[src/rtl/movimiento_rx_decoder.sv]
`default_nettype none
`timescale 1ns/1ps
// ============================================================================
// Module   : movimiento_rx_decoder
// Purpose  : 8N1 UART receiver feeding a timed two-channel H-bridge motion decoder.
// Revision : 1.0
// ============================================================================
module movimiento_rx_decoder #(
  parameter int CLKS_PER_BIT = 434,
  parameter int UNIT_CLKS    = 500000
) (
  input  logic       clk,
  input  logic       rst,
  input  logic       rx_i,
  output logic [7:0] cmd_byte,
  output logic       cmd_valid,
  output logic       frame_err,
  output logic [1:0] motor_l,
  output logic [1:0] motor_r,
  output logic       busy
);

  localparam int CW = $clog2(CLKS_PER_BIT);
  localparam int UW = (UNIT_CLKS > 1) ? $clog2(UNIT_CLKS) : 1;

  localparam logic [CW-1:0] c_BIT_LAST  = CW'(CLKS_PER_BIT - 1);
  localparam logic [CW-1:0] c_HALF_LAST = CW'(CLKS_PER_BIT / 2 - 1);
  localparam logic [UW-1:0] c_UNIT_LAST = UW'(UNIT_CLKS - 1);

  typedef enum logic [2:0] {
    R_IDLE  = 3'd0,
    R_START = 3'd1,
    R_DATA  = 3'd2,
    R_STOP  = 3'd3,
    R_WAIT  = 3'd4
  } rx_state_t;

  typedef enum logic {
    M_IDLE = 1'b0,
    M_RUN  = 1'b1
  } mo_state_t;

  logic            r_rx_meta;
  logic            r_rxs;
  rx_state_t       r_rx_state;
  logic [CW-1:0]   r_clk_cnt;
  logic [2:0]      r_bit_cnt;
  logic [7:0]      r_shift;
  logic [7:0]      r_cmd_byte;
  logic            r_cmd_valid;
  logic            r_frame_err;

  mo_state_t       r_mo_state;
  logic [UW-1:0]   r_unit_cnt;
  logic [5:0]      r_remaining;
  logic [1:0]      r_motor_l;
  logic [1:0]      r_motor_r;
  logic            r_busy;

  logic [1:0]      w_op;
  logic [1:0]      w_ml;
  logic [1:0]      w_mr;
  logic [5:0]      w_dur;

  // Synchronizer presets high so reset never looks like a start bit.
  always_ff @(posedge clk or negedge rst) begin
    if (!rst) begin
      r_rx_meta <= 1'b1;
      r_rxs     <= 1'b1;
    end else begin
      r_rx_meta <= rx_i;
      r_rxs     <= r_rx_meta;
    end
  end

  always_ff @(posedge clk or negedge rst) begin
    if (!rst) begin
      r_rx_state  <= R_IDLE;
      r_clk_cnt   <= '0;
      r_bit_cnt   <= '0;
      r_shift     <= '0;
      r_cmd_byte  <= '0;
      r_cmd_valid <= 1'b0;
      r_frame_err <= 1'b0;
    end else begin
      r_cmd_valid <= 1'b0;
      r_frame_err <= 1'b0;
      case (r_rx_state)
        R_IDLE: begin
          if (!r_rxs) begin
            r_rx_state <= R_START;
            r_clk_cnt  <= '0;
            r_bit_cnt  <= '0;
          end
        end
        R_START: begin
          if (r_clk_cnt == c_HALF_LAST) begin
            r_clk_cnt  <= '0;
            r_rx_state <= r_rxs ? R_IDLE : R_DATA;
          end else begin
            r_clk_cnt <= r_clk_cnt + 1'b1;
          end
        end
        R_DATA: begin
          if (r_clk_cnt == c_BIT_LAST) begin
            r_clk_cnt <= '0;
            r_shift   <= {r_rxs, r_shift[7:1]};
            r_bit_cnt <= r_bit_cnt + 1'b1;
            if (r_bit_cnt == 3'd7) begin
              r_rx_state <= R_STOP;
            end
          end else begin
            r_clk_cnt <= r_clk_cnt + 1'b1;
          end
        end
        R_STOP: begin
          if (r_clk_cnt == c_BIT_LAST) begin
            r_clk_cnt <= '0;
            if (r_rxs) begin
              r_cmd_byte  <= r_shift;
              r_cmd_valid <= 1'b1;
              r_rx_state  <= R_IDLE;
            end else begin
              r_frame_err <= 1'b1;
              r_rx_state  <= R_WAIT;
            end
          end else begin
            r_clk_cnt <= r_clk_cnt + 1'b1;
          end
        end
        R_WAIT: begin
          // A held-low line (break) must return high before a new start is accepted.
          if (r_rxs) begin
            r_rx_state <= R_IDLE;
          end
        end
        default: r_rx_state <= R_IDLE;
      endcase
    end
  end

  always_comb begin
    w_op  = r_cmd_byte[7:6];
    w_ml  = 2'b00;
    w_mr  = 2'b00;
    w_dur = r_cmd_byte[5:0];
    case (w_op)
      2'b01: begin
        w_ml = 2'b10;
        w_mr = 2'b10;
      end
      2'b10: begin
        w_ml = 2'b01;
        w_mr = 2'b01;
      end
      2'b11: begin
        w_dur = {1'b0, r_cmd_byte[4:0]};
        if (r_cmd_byte[5]) begin
          w_ml = 2'b10;
          w_mr = 2'b01;
        end else begin
          w_ml = 2'b01;
          w_mr = 2'b10;
        end
      end
      default: ;
    endcase
  end

  always_ff @(posedge clk or negedge rst) begin
    if (!rst) begin
      r_mo_state  <= M_IDLE;
      r_unit_cnt  <= '0;
      r_remaining <= '0;
      r_motor_l   <= 2'b00;
      r_motor_r   <= 2'b00;
      r_busy      <= 1'b0;
    end else if (r_cmd_valid) begin
      // Any accepted byte preempts whatever is running.
      r_unit_cnt <= '0;
      if (w_op == 2'b00) begin
        r_mo_state  <= M_IDLE;
        r_remaining <= '0;
        r_motor_l   <= 2'b00;
        r_motor_r   <= 2'b00;
        r_busy      <= 1'b0;
      end else begin
        r_mo_state  <= M_RUN;
        r_remaining <= w_dur;
        r_motor_l   <= w_ml;
        r_motor_r   <= w_mr;
        r_busy      <= 1'b1;
      end
    end else if (r_mo_state == M_RUN) begin
      if (r_unit_cnt == c_UNIT_LAST) begin
        r_unit_cnt <= '0;
        // Zero remaining means run until the next command.
        if (r_remaining == 6'd1) begin
          r_mo_state  <= M_IDLE;
          r_remaining <= '0;
          r_motor_l   <= 2'b00;
          r_motor_r   <= 2'b00;
          r_busy      <= 1'b0;
        end else if (r_remaining != 6'd0) begin
          r_remaining <= r_remaining - 1'b1;
        end
      end else begin
        r_unit_cnt <= r_unit_cnt + 1'b1;
      end
    end
  end

  assign cmd_byte  = r_cmd_byte;
  assign cmd_valid = r_cmd_valid;
  assign frame_err = r_frame_err;
  assign motor_l   = r_motor_l;
  assign motor_r   = r_motor_r;
  assign busy      = r_busy;

endmodule
`default_nettype wire

[config.mk]
export PLATFORM = sky130hd
export DESIGN_NAME = movimiento_rx_decoder
export DESIGN_NICKNAME = d
export VERILOG_FILES = /design/src/rtl/movimiento_rx_decoder.sv
export SDC_FILE = /design/constraint.sdc
export NUM_CORES = 1
export LEC_CHECK = 0
export BUFFER_PORTS_ARGS = -buffer_cell sky130_fd_sc_hd__buf_2
export CAP_MARGIN = 40
export CELL_PAD_IN_SITES_DETAIL_PLACEMENT = 1
export CELL_PAD_IN_SITES_GLOBAL_PLACEMENT = 2
export CORE_UTILIZATION = 29
export CTS_CLUSTER_SIZE = 40
export DETAILED_ROUTE_END_ITERATION = 6
export GPL_TIMING_DRIVEN = 0
export PLACE_DENSITY = 0.7
export REMOVE_ABC_BUFFERS = 1
export SLEW_MARGIN = 20
export SYNTH_ARGS = -nofsm -noshare
export SYNTH_HDL_FRONTEND = slang
export SYNTH_SLANG_ARGS = --single-unit
[constraint.sdc]
create_clock -name clk -period 3.9 [get_ports clk]
set_input_delay 0.585 -clock clk [delete_from_list [all_inputs] [get_ports clk]]
set_output_delay 0.585 -clock clk [all_outputs]
set_load 0.05 [all_outputs]
* After elaboration in Yosys (flattened, before gate mapping)
Cells that the tools add are included.
** Storage, ports and cells
- Bits in registers :: 66
** Operators by class
- Reductions and logical operators :: 17
- Mux-type cells :: 52
- Equality and inequality tests :: 18
- Add/sub/neg operators :: 4
** Operators with widths (count)
- 2-to-1 mux 19 bit :: 3
- 2-to-1 mux 6 bit :: 7
- 2-to-1 mux 3 bit :: 9
- 2-to-1 mux 9 bit :: 3
- case mux 9 bit (3 select lines) :: 1
- 2-to-1 mux 2 bit :: 10
- adder 19 x 1 -> 19 bit (second input constant) :: 1
- equality test 19 bit (second input constant) :: 1
- 2-to-1 mux 1 bit :: 15
- case mux 3 bit (5 select lines) :: 1
- != test 2 bit (second input constant) :: 6
- case mux 2 bit (3 select lines) :: 2
- AND reduction 3 bit :: 4
- adder 9 x 1 -> 9 bit (second input constant) :: 1
- equality test 9 x 8 -> 1 bit (second input constant) :: 1
- equality test 9 bit (second input constant) :: 1
- nonzero test 2 bit :: 4
- equality test 3 x 2 -> 1 bit (second input constant) :: 2
- equality test 3 bit (second input constant) :: 2
- equality test 6 x 1 -> 1 bit (second input constant) :: 1
- case mux 3 bit (2 select lines) :: 1
- AND reduction 6 bit :: 1
- nonzero test 3 bit :: 2
- nonzero test 6 bit :: 1
- 9 further kinds :: 11

* Depth between registers and ports, before layout
Gate-level depths: netlist of run 1.
- Word-level depth :: 6
- Mapped depth :: 8
- Depth with buffers taken out :: 6

* Least setup slack after synthesis of run 1
OpenSTA, ideal clock, no wires.
- Path kind :: register to register
- Start point :: register r_clk_cnt[1]
- End point :: register r_shift[0]
- Required time :: 3.775 ns
- Period minus slack after synthesis :: 2.298 ns
- Arrival :: 2.173 ns
- Cell stages (with the launch flop) :: 9
- Setup slack :: 1.602 ns
- Buffers on the path :: 2
- Cells stage by stage :: dfrtp_1 > inv_1 > ha_1 > nand2_1 > or4_1 > clkbuf_1 > or4b_1 > buf_4 > mux2_4
** On the way
- Cells in the longest elaborated chain, start to end :: 2
** RTL lines
- from (decl) :: line 46 : logic [CW-1:0] r_clk_cnt;
- from (signal assigned) :: line 101 : r_clk_cnt <= r_clk_cnt + 1'b1;
- from (signal assigned) :: line 113 : r_clk_cnt <= r_clk_cnt + 1'b1;
- from (signal assigned) :: line 128 : r_clk_cnt <= r_clk_cnt + 1'b1;
- equality test 9 bit :: line 105 : if (r_clk_cnt == c_BIT_LAST) begin
- AND reduction 2 bit (no line)
- to (signal assigned) :: line 107 : r_shift <= {r_rxs, r_shift[7:1]};
- to (decl) :: line 48 : logic [7:0] r_shift;
No other way between the ends.
A chain may end at the register's enable or synchronous reset.

* Worst setup path in the final report of run 1
- Start point :: register r_clk_cnt[1]
- End point :: register r_shift[3]
Same word-level chain as after synthesis.

==> metrics.yaml, run 1 <==
cts_tree: "yes"
met1_usage_pct: 20.4
n_antenna_cell: 0
cts_inserted_buffers: 9
worst_slew_pin_slew_ns: 0.802
finish.utilization_pct: 34.3
syn_to_final_growth_pct: 15.5
first_pass_iters: 4
clkTransAtPathRegs_ns: 0.06
worstPathRequired_ns: 4.12
fin_crit_sh_pct: 67.6
hpwlAfterDp_um: 6180
power.leakage_nw: 1.75
synth_area_um2: 3550
routed_wl_um: 8840
critPathMaxStageDelay_ns: 0.80
hold_class: "input pin to async pin"
crit_path_max_fanout: 8
cts_hold_buf: 0
h-tree-depth: 3
synthArstFlopShare_pct: 100
use_met2_pct: 25.1
clkLatencyLatePin_ns: 0.33
grtUsageMet3_pct: 4.00
critPathBufInv: 1
grt_busiest_layer: "met2"
die_w_um: 113
drive_gt1_share_pct: 14.7
drc: 0
ys_seq_area_share_pct: 46.6
dieHeight_um: 113
clockBufferDepth: 2
start_kind: "flop"
synth_cell_types: 58
grt_remaining_overflow: 0
cts.sinks: 66
yosysWarnings: 0
syn_avg_cell_area_um2: 9.81
gp_congestion: 0.728
yosys_most_used_dff: "dfrtp_1"
ant_nets: 0
final_common_cell: "dfrtp_1"
totalPowerFinal_mw: 1.56
grt_use_total_pct: 15.5
synth-edff-count: 0
outcome: "finished, final reports clean"
antenna_found_initial: 0
die-area_um2: 12700
grt_max_degree: 46
drt_iter0_drc: 84
drv_cap: 0
row_count: 40
max_freq_ghz: 0.379
post-cts-setup-buffers: 0
peakVddDrop_v: 0.000145
power.density_nw_per_um2: 382
viasPerCell: 5.33
grt_pass1_wl_um: 15400
final.setup.worst_slack_ns: 1.26
core_um2: 12000
slew_headroom_pct: 45.8
worstSetupPathType: "flop to flop"
io_pins: 18
io_buffers: 17
cts_root_buf: "clkbuf_16"
setup_viol: 0
cpMaxStageDelayCell: "or4b_1"
postCtsResizedCells: 0
layout_common_cells: "64 x dfrtp_1, 37 x nand2_1, 25 x nor2_1"
critical_path.top_delay_family: "simple AND/OR/NAND/NOR gates"
grt_pass1_vias: 3026
vias: 2809
wl_per_cell_um: 16.8
end_kind: "flop"
setup_tns_ns: 0
rsz0062_at_grt: "false"
cp.arrival_ns: 2.85
hold_viol: 0
fin_crit_ns: 2.64
clock_skew_ns: 0.00839
initial_utilization_pct: 29.7
crit_chain: "inv_1 > ha_1 > nand2_1 > or4_1 > or4b_1 > mux2_4"
ys_ff_latch: 66
dp_slack_ns: 1.26
fin_nets: 386
maxSlewViolCount: 0
syn_inst: 362
==> per-layer routing <==
metal  part of all wire, %  routed length [um]
met4                   1.1                  93
met2                    49                4300
met3                   2.5                 219
met5                     0                   0
met1                    48                4230
==> final cells by class <==
cell class	count	area [um^2]
clock inverters	5	78.8
clock buffers	11	233
well taps	147	184
repair buffers	21	140
multi-input cells	257	1740
flip-flops and latches	66	1650
fillers	1360	7860
inverters	20	75.1
==> worst paths after layout <==
check                             startpoint        endpoint  slack (ns)  depth (start not counted)
worst min register to register     r_rx_meta           r_rxs        0.36                          0
max in group asynchronous                rst           r_rxs        3.15                          2
worst max-delay path            r_clk_cnt[1]      r_shift[3]        1.26                          6
worst min-delay path                     rst  r_remaining[5]        0.15                          1
min in group clk                        rx_i       r_rx_meta        0.35                          1
worst max register to register  r_clk_cnt[1]      r_shift[3]        1.26                          6
==> per-stage QoR <==
step / cells / cell area, um^2 / hold slack (ns)
after CTS: 526 / 4100 / 0.154
after floorplan: 343 / 3460 / 0.289
final: 527 / 4100 / 0.153
after detailed placement: 510 / 3780 / 0.347
after global routing: 527 / 4100 / 0.161
after global placement: 507 / 3730 / 0.348
==> where the power goes <==
group          total (mW)  switching [mW]  internal [mW]
combinational      0.0188          0.0146        0.00421
clock               0.857           0.299          0.559
sequential          0.689         0.00141          0.687
total                1.56           0.315           1.25
==> flip-flops by register name (all words and copies together), names as in the netlist <==
name / count
r_unit_cnt: 19
r_clk_cnt: 9
cmd_byte: 8
r_shift: 8
r_remaining: 6
r_bit_cnt: 3
r_rx_state: 3
motor_l: 2
motor_r: 2
busy: 1
cmd_valid: 1
frame_err: 1
r_mo_state: 1
r_rx_meta: 1
r_rxs: 1
==> worst reg2reg max path: cells and delay by family, from the launching register on <==
family                   cells  cell delay, ns
adder cells (fa/ha/maj)      1            0.18
buffers and inverters        1            0.09
flip-flops                   1            0.41
multiplexers                 1            0.40
AND/OR/NAND/NOR              3            1.44
==> synth_stat cells, types with 3 or more instances <==
master	n	area [um^2]
clkbuf_1	13	48.8
a22o_1	5	43.8
nor2_1	25	93.8
dfrtp_1	64	1600
or3_1	12	75.1
a21oi_1	13	65.1
o221ai_1	3	26.3
mux2_2	9	101
nor3_1	8	40.0
nand3_1	19	95.1
o31ai_1	6	45.0
xor2_1	4	35.0
inv_1	20	75.1
nand2_1	37	139
nor4bb_1	3	30.0
nand4_1	8	50.1
or4_1	7	52.6
xnor2_1	9	78.8
o211ai_1	16	120
o311ai_0	3	26.3
nor4_1	4	25.0
ha_1	8	100
o21ai_0	8	40.0
a31oi_1	4	25.0
mux2_4	8	120
==> cells by family after synthesis <==
| group | after synthesis | synth area share [%] |
|---|---|---|
| compound gates | 78 | 15.7 |
| fa+ha+maj | 8 | 2.82 |
| buf+inv | 39 | 4.51 |
| flops | 66 | 46.6 |
| xor+xnor | 13 | 3.21 |
| simple gates | 140 | 20.7 |
| mux | 18 | 6.52 |
No activity file was read; power rests on OpenSTA's default activity.
==> inputs of run 2 (changes only) <==
--- a/config.mk
+++ b/config.mk
@@ -13,7 +13,7 @@
 export CTS_CLUSTER_SIZE = 40
 export DETAILED_ROUTE_END_ITERATION = 6
 export GPL_TIMING_DRIVEN = 0
-export PLACE_DENSITY = 0.7
+export PLACE_DENSITY = 0.72
 export REMOVE_ABC_BUFFERS = 1
 export SLEW_MARGIN = 20
 export SYNTH_ARGS = -nofsm -noshare
==> constraint.sdc (replaced) <==
create_clock -name clk -period 2.2 [get_ports clk]
set_input_delay 0.33 -clock clk [delete_from_list [all_inputs] [get_ports clk]]
set_output_delay 0.33 -clock clk [all_outputs]
set_load 0.05 [all_outputs]
==> run 2 against run 1 <==
- the run now ends with design-rule violations, negative setup slack left
- combinational power is 79% higher
- setup slack worse by 1.3 ns
- critical path depth stayed put
- first-iteration DRC count is 7.1% higher
- sequential cell count stayed put
==> metrics.yaml, run 2 (same netlist as run 1, synthesis figures left out) <==
outcome: "complete, but fails checks"
violations: "design-rule violations, negative setup slack"
fin_crit_ns: 2.20  # -0.436 ns
worst_slew_pin_slew_ns: 0.587  # -0.216 ns
rsz0062_at_grt: "true"
dieHeight_um: 113  # unchanged
end_kind: "flop"
cts_tree: "yes"
first_pass_iters: 6  # +2
hpwlAfterDp_um: 6270  # +1.5%
fin_nets: 398  # +3.1%
routed_wl_um: 9190  # +3.9%
clkPwrFrac_pct: 57.4  # +2.6 points
power.leakage_nw: 1.85  # +5.3%
power.density_nw_per_um2: 679  # +78%
clock_skew_ns: 0.00843  # +0.0000482 ns
grt_remaining_overflow: 0  # unchanged
core_um2: 12000  # unchanged
top_layer: "met4"
vias: 2866  # +2.0%
startpoint: "r_clk_cnt[1]"
viasPerCell: 5.32  # -0.24%
n_antenna_cell: 0  # unchanged
hold_class: "input pin to flop"
io_buffers: 17  # unchanged
worstPathRequired_ns: 2.42  # -1.70 ns
setup_viol: 1  # +1
h-tree-depth: 3  # unchanged
r2r-start: "r_clk_cnt[1]"
start_kind: "flop"
timing.hold.ws_ns: 0.0927  # -0.0598 ns
grt_use_total_pct: 15.7  # +0.22 points
crit_path_max_fanout: 8  # unchanged
wl_met3_um: 167  # -24%
grt_pass1_vias: 3083  # +1.9%
clkTransAtPathRegs_ns: 0.06  # about the same
initial_utilization_pct: 29.7  # unchanged
drt_iter0_drc: 90  # +7.1%
comb_power_share_pct: 1.1  # about the same
swShare_pct: 20.6  # +0.53 points
drv_cap: 0  # unchanged
hold_viol: 0  # unchanged
die_w_um: 113  # unchanged
ant_nets: 0  # unchanged
fin_cells: 539  # +2.3%
max_flop_register: "r_unit_cnt"
syn_to_final_growth_pct: 22.2
cts.sinks: 66  # unchanged
final.setup.worst_slack_ns: -0.000750  # -1.26 ns
slew_headroom_pct: 60.3  # +15 points
drc: 1  # +1
largest_register_ffs: 19  # unchanged
layout_common_cells: "58 x dfrtp_1, 37 x nand2_1, 24 x nor2_1"
grt_max_degree: 35  # -24%
cp.arrival_ns: 2.42  # -0.43 ns
io_pins: 18  # unchanged
drive_gt1_share_pct: 23.0  # +8.2 points
fin_crit_sh_pct: 100  # +32 points
die-area_um2: 12700  # unchanged
cts_root_buf: "clkbuf_16"
gp_congestion: 0.726  # -0.22%
top_regs: "r_unit_cnt: 19 flops, r_clk_cnt: 9 flops"
worstSetupPathType: "flop to flop"
peakVddDrop_v: 0.000490  # +240%
setup_tns_ns: -0.000750  # -0.000750 ns
p_switching_mw: 0.608  # +93%
holdCritStartpoint: "rx_i"
pwr-share-seq_pct: 41.4  # -2.6 points
max_freq_ghz: 0.454  # +20%
maxSlewViolCount: 0  # unchanged
finish.utilization_pct: 36.3  # +2.0 points
p_int_mw: 2.34  # +87%
route.met2.wl_um: 4520  # +5.0%
grt_pass1_wl_um: 15800  # +2.3%
final_common_cell: "dfrtp_1"
clkLatencyLatePin_ns: 0.33  # about the same
row_count: 40  # unchanged
antenna_found_initial: 0  # unchanged
cts_inserted_buffers: 9  # unchanged
place_inst: 510  # unchanged
clockBufferDepth: 2  # unchanged
wl_per_cell_um: 17.1  # +1.6%
met1_length_um: 4370  # +3.5%
-- run 2: changes by cell type in the layout (fill, tap and decap cells not counted), sizes merged --
cell / change
dlygate4sd3: +1
clkinvlp: +1
clkbuf: -2
clkinv: -1
buf: +12
bufinv: +1
-- run 2: critical path, stage by stage (launching register included) --
cell	delay, ns
dfrtp_1	0.42
inv_2	0.09
ha_4	0.12
nand2_1	0.04
or4_4	0.43
or4b_4	0.64
mux2_4	0.33
-- run 2: worst paths after layout --
kind                       slack (ns)  cells past startpoint             end
setup / recovery              -0.0008                      6      r_shift[2]
hold / removal                   0.09                      1       r_rx_meta
setup reg to reg              -0.0008                      6      r_shift[2]
hold reg to reg                  0.36                      0           r_rxs
max in group asynchronous        1.10                      3           r_rxs
min in group asynchronous        0.49                      2  r_unit_cnt[13]
-- run 2: stage by stage --
step	power [mW]	cell area [um^2]	setup slack, ns
global placement	1.27	3730	-0.491
finish	2.94	4340	-0.000750
CTS	2.98	4200	-0.121
global route	3.02	4340	-0.0389
detailed placement	1.28	3780	-0.386
floorplan	1.24	3460	-0.169
-- run 2: routing by layer --
| metal | GRT usage, % | vias to the layer above |
|---|---|---|
| met3 | 2.59 | 10 |
| met2 | 27.2 | 18 |
| met5 | 0 | - |
| met1 | 19.7 | 1456 |
| met4 | 5.87 | 0 |
| li1 | - | 1382 |
-- run 2: area by class of cell --
class	instances	area, um^2
fillers	1343	7620
multi-input cells	257	1830
flip-flops and latches	66	1660
repair buffers	33	240
clock buffers	10	229
well taps	147	184
clock inverters	6	115
inverters	20	75.1
-- run 2: repair_timing --
action | in CTS | in global routing
hold endpoints to repair | 32 | 0
hold buffers | 1 | 0
setup buffers | 2 | 10
gates resized for setup | 13 | 13
pin swaps | 1 | 5
setup endpoints to repair | 50 | 32
-- run 2: power by group through the flow --
stage | registers [mW] | clock network, mW | logic, mW
3_5_place_dp | 1.24 | 0 | 0.0345
2_1_floorplan | 1.24 | 0 | 0.00119
5_1_grt | 1.22 | 1.77 | 0.0396
4_1_cts | 1.22 | 1.72 | 0.0360
6_report | 1.22 | 1.69 | 0.0337
3_3_place_gp | 1.24 | 0 | 0.0286
